**config.mk**
```make
export PLATFORM = sky130hd
export DESIGN_NAME = cv32e40p_tmr_voter_monitor
export DESIGN_NICKNAME = d
export VERILOG_FILES = /design/src/rtl/cv32e40p_pkg.sv /design/src/rtl/cv32e40p_bitwise_majority.sv /design/src/rtl/cv32e40p_tmr_voter_monitor.sv
export SDC_FILE = /design/constraint.sdc
export NUM_CORES = 1
export LEC_CHECK = 0
export ABC_AREA = 1
export BUFFER_PORTS_ARGS = -buffer_cell sky130_fd_sc_hd__buf_4
export CAP_MARGIN = 5
export CORE_MARGIN = 1.5
export CORE_UTILIZATION = 40
export DETAILED_ROUTE_END_ITERATION = 8
export GPL_TIMING_DRIVEN = 0
export PLACE_DENSITY = 0.61
export RECOVER_POWER = 100
export SYNTH_ARGS = -nofsm -noshare
export SYNTH_HDL_FRONTEND = slang
export SYNTH_SLANG_ARGS = --single-unit
```
**constraint.sdc**
```tcl
create_clock -name clk -period 3.8 [get_ports clk]
set_clock_uncertainty 0.2 [all_clocks]
set_input_delay 0 -clock clk [delete_from_list [all_inputs] [get_ports clk]]
set_output_delay 0 -clock clk [all_outputs]
set_load 0.005 [all_outputs]
```
**src/rtl/cv32e40p_pkg.sv**
```systemverilog
// Shared types and constants for the triple-modular-redundancy voter monitor.
package cv32e40p_pkg;

   localparam int NUM_LANES = 3;

   typedef enum logic [1:0] {
      TMR_TRIPLE = 2'd0,
      TMR_DUPLEX = 2'd1,
      TMR_FAIL   = 2'd2
   } tmr_state_e;

endpackage

```
**src/rtl/cv32e40p_bitwise_majority.sv**
```systemverilog
// Combinational bitwise 2-of-3 vote with a per-lane disagreement flag.
module cv32e40p_bitwise_majority #(
   parameter int unsigned NBIT = 32
) (
   input  logic [NBIT-1:0] a,
   input  logic [NBIT-1:0] b,
   input  logic [NBIT-1:0] c,
   output logic [NBIT-1:0] maj,
   output logic [2:0]      mis
);

   assign maj    = (a & b) | (a & c) | (b & c);
   assign mis[0] = (a != maj);
   assign mis[1] = (b != maj);
   assign mis[2] = (c != maj);

endmodule

```
**src/rtl/cv32e40p_tmr_voter_monitor.sv**
```systemverilog
// TMR voter with lane health tracking: votes three lanes, quarantines a lane
// after THRESH consecutive mismatches and degrades TRIPLE -> DUPLEX -> FAIL.
//
// state      | meaning
// TMR_TRIPLE | all lanes healthy, bitwise majority vote
// TMR_DUPLEX | one lane quarantined, lowest healthy lane wins
// TMR_FAIL   | no trustworthy majority, best-effort vote until clear/reset
module cv32e40p_tmr_voter_monitor
   import cv32e40p_pkg::*;
#(
   parameter int unsigned NBIT   = 32,
   parameter int unsigned THRESH = 4,
   parameter int unsigned CNT_W  = 8
) (
   input  logic                 clk,
   input  logic                 rst,
   input  logic                 valid_i,
   input  logic [NBIT-1:0]      a_i,
   input  logic [NBIT-1:0]      b_i,
   input  logic [NBIT-1:0]      c_i,
   input  logic                 clear_i,
   output logic                 valid_o,
   output logic [NBIT-1:0]      winner_o,
   output logic                 fault_o,
   output logic [2:0]           lane_err_o,
   output logic [2:0]           lane_off_o,
   output logic                 degraded_o,
   output logic                 fail_o,
   output logic [3*CNT_W-1:0]   err_cnt_o
);

   tmr_state_e                              state_q, state_d;
   logic                                    valid_q, valid_d;
   logic [NBIT-1:0]                         winner_q, winner_d;
   logic                                    fault_q, fault_d;
   logic [NUM_LANES-1:0]                    lane_err_q, lane_err_d;
   logic [NUM_LANES-1:0]                    lane_off_q, lane_off_d;
   logic [NUM_LANES-1:0][CNT_W-1:0]         err_cnt_q, err_cnt_d;
   logic [NUM_LANES-1:0][3:0]               cons_q, cons_d;

   logic [NBIT-1:0]      maj;
   logic [2:0]           mis;
   logic                 no_pair;
   logic [NBIT-1:0]      dup_win;
   logic                 dup_diff;
   logic [2:0]           dup_healthy;
   logic [2:0]           reach;
   logic [2:0]           cnt_mis;
   logic [2:0]           cons_upd;

   cv32e40p_bitwise_majority #(
      .NBIT (NBIT)
   ) u_majority (
      .a   (a_i),
      .b   (b_i),
      .c   (c_i),
      .maj (maj),
      .mis (mis)
   );

   assign no_pair = (a_i != b_i) && (a_i != c_i) && (b_i != c_i);

   always_comb begin
      dup_win     = a_i;
      dup_diff    = (a_i != b_i);
      dup_healthy = 3'b011;
      case (lane_off_q)
         3'b001: begin
            dup_win     = b_i;
            dup_diff    = (b_i != c_i);
            dup_healthy = 3'b110;
         end
         3'b010: begin
            dup_win     = a_i;
            dup_diff    = (a_i != c_i);
            dup_healthy = 3'b101;
         end
         default: ;
      endcase
   end

   // A lane is quarantined on the mismatch that would bring its run to THRESH.
   always_comb begin
      reach = 3'b000;
      for (int k = 0; k < NUM_LANES; k++) begin
         reach[k] = mis[k] && (cons_q[k] == 4'(THRESH - 1));
      end
   end

   always_comb begin
      state_d    = state_q;
      valid_d    = 1'b0;
      winner_d   = winner_q;
      fault_d    = 1'b0;
      lane_err_d = lane_err_q;
      lane_off_d = lane_off_q;
      err_cnt_d  = err_cnt_q;
      cons_d     = cons_q;
      cnt_mis    = 3'b000;
      cons_upd   = 3'b000;

      if (clear_i) begin
         state_d    = TMR_TRIPLE;
         lane_err_d = '0;
         lane_off_d = '0;
         err_cnt_d  = '0;
         cons_d     = '0;
         if (valid_i) begin
            valid_d  = 1'b1;
            winner_d = maj;
            fault_d  = |mis;
         end
      end else if (valid_i) begin
         valid_d = 1'b1;
         case (state_q)
            TMR_TRIPLE: begin
               winner_d = maj;
               cnt_mis  = mis;
               cons_upd = 3'b111;
               if (no_pair) begin
                  state_d = TMR_FAIL;
               end else if ((reach & (reach - 3'd1)) != 3'd0) begin
                  state_d = TMR_FAIL;
               end else if (|reach) begin
                  lane_off_d = reach;
                  state_d    = TMR_DUPLEX;
               end
            end
            TMR_DUPLEX: begin
               winner_d = dup_win;
               cons_upd = dup_healthy;
               if (dup_diff) begin
                  cnt_mis = dup_healthy;
                  state_d = TMR_FAIL;
               end
            end
            default: begin
               winner_d = maj;
               cnt_mis  = mis;
               cons_upd = 3'b111;
            end
         endcase
         fault_d = |cnt_mis;

         for (int k = 0; k < NUM_LANES; k++) begin
            if (cons_upd[k]) begin
               if (!cnt_mis[k]) begin
                  cons_d[k] = 4'd0;
               end else if (cons_q[k] != 4'hF) begin
                  cons_d[k] = cons_q[k] + 4'd1;
               end
            end
            if (cnt_mis[k]) begin
               lane_err_d[k] = 1'b1;
               if (err_cnt_q[k] != {CNT_W{1'b1}}) begin
                  err_cnt_d[k] = err_cnt_q[k] + CNT_W'(1);
               end
            end
         end
      end
   end

   always_ff @(posedge clk or posedge rst) begin
      if (rst) begin
         state_q    <= TMR_TRIPLE;
         valid_q    <= 1'b0;
         winner_q   <= '0;
         fault_q    <= 1'b0;
         lane_err_q <= '0;
         lane_off_q <= '0;
         err_cnt_q  <= '0;
         cons_q     <= '0;
      end else begin
         state_q    <= state_d;
         valid_q    <= valid_d;
         winner_q   <= winner_d;
         fault_q    <= fault_d;
         lane_err_q <= lane_err_d;
         lane_off_q <= lane_off_d;
         err_cnt_q  <= err_cnt_d;
         cons_q     <= cons_d;
      end
   end

   assign valid_o    = valid_q;
   assign winner_o   = winner_q;
   assign fault_o    = fault_q;
   assign lane_err_o = lane_err_q;
   assign lane_off_o = lane_off_q;
   assign degraded_o = (state_q == TMR_DUPLEX);
   assign fail_o     = (state_q == TMR_FAIL);
   assign err_cnt_o  = err_cnt_q;

endmodule

```
==> results.md <==
- Measured slew at the worst slew-check pin: 2.14 ns
- Crit start category: register
- Sequential Power Share: 0.338
- Cts bufs inserted: 9
- CP max stage cell: dlygate4sd3_1
- GRT overflow: 0
- CP cell instances: nor3_1 > clkbuf_1 > clkbuf_1 > nand2_1 > o21ai_0 > dlygate4sd3_1 > nand2_1 > a21oi_1
- Synth top area cells: dfrtp_1 22%, nand2_1 18%, ha_1 15%, inv_1 8.1%, nor2_1 6.8%
- Worst Reg-to-Reg Cells: 8
- Slew margin rel.: -0.435
- Switch share: 0.366
- Commonest cells after routing, fill and taps aside: 416 x nand2_1, 189 x inv_1, 159 x nor2_1
- Max-slew violation count: 43
- # diodes: 0
- Syn Nets: 1577
- Hold Path Stages: 6
- Synth warnings: 0
- Port Buf Inserts: about 170
- Number of setup buffers added after CTS: 0
- Vias per cell: 4.92
- First-pass GRT wire length: 41300 um
- DP Wirelength: 20200 um
- Failing checks: max-capacitance violations, max-slew violations
- Outcome: finished, violations left
- Clk sinks: 78
- Cell Int Power: 1.80 mW
- Layout cell share with drive strength beyond 1: 0.154
- Pwr dens: 256 nW/um^2
- Full die area: 22700 um^2
- Initial Utilization: 0.411
- Placed Instances: roughly 1800
- Rows: 53
- Via count: roughly 9300
- Avg WL per Cell: 13.7 um
- Min Tclk post-route: 3.14 ns
- P_sw: 1.04 mW
- Die width: 151 um
- Peak VDD IR: around 230 uV
- Initial antenna violation count: 0
- Non-filler instance count after layout: 1899
- CTS H-tree lvls: 3
- TritonCTS clock tree: yes
- DRT iter0 DRCs: 556
- Worst Path Arrival: about 3.2 ns
- WS Path Type: reg2reg
- Leakage: ~5.8 nW
- Top_reg_cell synth: dfrtp_1
- Drt first pass iters: 7
- Synth cell types: 39
- Post-synth EDFFs: 0
- Comb pwr share: 0.347
- Post-Route Setup TNS: 0 ns
- Layout area overhead: 27.1%
- Worst-skew pair later-pin latency: 0.35 ns
- RSZ-0062 raised after global routing: no
- Syn Area/Cell: 6.34 um^2
- Residual DRC: 0
- Final hold vios: 0
- CTS Buffer Depth: 2
- CTS Hold Buffers Added: 67
- Largest stage delay, worst path: between 0.5 and 0.6 ns
- Min-delay worst type: in2reg
- Fillers: 2198
- Final ANT Viol Nets: 0
- Detailed Route WL: 26100 um
- Die height: 151 um
- Synthesized area: 8720 um^2
- #FFs+latches synth: 78
- Sequential-to-total area share from yosys stat: 0.224
- GRT Total Usage: 0.233
- Clock root buffer: clkbuf_16
- Commonest non-fill, non-tap cell in the layout: nand2_1
- Setup violators final: 0
- Largest net degree at the start of global routing: 43
- Top Ports: ~170
- Nets: 1821
- Worst Setup End Kind: register
- Flop2flop setup slack: 0.66 ns
- Achievable Freq: 318 MHz
- Worst-path clk slew: approximately 0.07 ns
- Vias in the first global route: 8518
- Clock network power share: 0.314
- Period utilization: 0.827
- Crit path max fanout: 10
- Utilization after layout: 0.522
- Mapped Cells: 1375
- RePlAce Congestion: a little under 0.9
- CTS resizes: 0
- Worst EP required: between 3 and 4 ns
- Post-synth top area share: 0.224
- Async set or reset register ratio after synthesis: 1.00
- Post-synth top area cell: dfrtp_1
- Max cap viols: 1
- Core area: 21200 um^2
-- sequential cells by signal (all words and copies together) (netlist names) --
signal and count:
winner_o 32, err_cnt_o 24, fault_o 1, state_q 2
lane_err_o 3, valid_o 1, cons_q 12, lane_off_o 3
-- power groups by stage --
stage	registers, mW	logic [mW]	clock network [mW]
global placement	0.977	0.925	0
CTS	0.962	1.02	0.911
floorplan	0.970	0.557	0
finish	0.960	0.986	0.892
detailed placement	0.978	0.938	0
global route	0.969	1.13	0.946
-- area by class of cell --
type	count	area (um^2)	share of cell area
inverter	197	741	0.0668
buffer	28	118	0.0106
clock buffer	9	225	0.0203
sequential	78	1950	0.176
clock inverter	7	63.8	0.00576
timing repair buffer	233	1870	0.168
multi-input combinational	1072	5770	0.521
tap	275	344	0.0310
-- metal layers --
layer / global-route usage / vias up / wire length [um]
met2: 0.386 / 207 / 12000
met4: 0.0854 / 0 / 595
met1: 0.312 / 4197 / 12300
li1: - / 4910 / -
met3: 0.0276 / 35 / 1150
met5: 0 / - / 0
-- worst max-delay path: cells and delay by family, from the launching register on --
family / cells / cell delay, ns
AOI/OAI and AO/OA: 2 / 0.26
DFF: 1 / 0.41
buffers and inverters: 3 / 1.51
and+or+nand+nor: 3 / 0.66
-- cells in the mapped netlist (6+ instances only) --
cell type  count
nand2_1      409
inv_1        189
nor2_1       158
ha_1         102
nand3_1       85
dfrtp_1       78
a21oi_1       71
nand4_1       59
o21ai_0       41
nand2_2       33
clkbuf_1      19
nand3b_1      16
nor2_2        16
xor2_1        16
o21ai_2       14
or2_2         12
nand3_2       10
nor3_1         6
-- through the flow --
stage	hold WS, ns	instance area [um^2]	setup WS, ns	power, mW
floorplan	-0.169	8720	1.60	1.53
global placement	-0.0697	10300	0.154	1.90
detailed placement	-0.0693	10300	1.42	1.92
CTS	0.0561	11300	0.851	2.89
global route	0.0954	11100	0.377	3.04
finish	0.0633	11100	0.659	2.84
-- logic make-up (layout without fill, tap and decap cells) --
group / count (synthesis) / in the layout / synth area share
AO/OA/AOI/OAI: 134 / 134 / 0.0844
XOR/XNOR: 20 / 20 / 0.0201
adder cells (fa/ha/maj): 102 / 102 / 0.146
buffers and inverters: 225 / 474 / 0.103
flip-flops: 78 / 78 / 0.224
AND/OR/NAND/NOR: 816 / 816 / 0.422
-- path summary, 6_finish.rpt --
kind                                                start                         to
max in group asynchronous                             rst  err_cnt_o[12]$_DFFE_PP0P_
worst min register to register  lane_err_o[0]$_DFFE_PP0P_  lane_err_o[0]$_DFFE_PP0P_
min in group asynchronous                             rst   winner_o[21]$_DFFE_PP0P_
worst max-delay path            lane_off_o[1]$_DFFE_PP0P_    winner_o[1]$_DFFE_PP0P_
worst min-delay path                              c_i[10]   winner_o[10]$_DFFE_PP0P_
worst max register to register  lane_off_o[1]$_DFFE_PP0P_    winner_o[1]$_DFFE_PP0P_
Note: power is estimated with default switching activity, not from simulation.
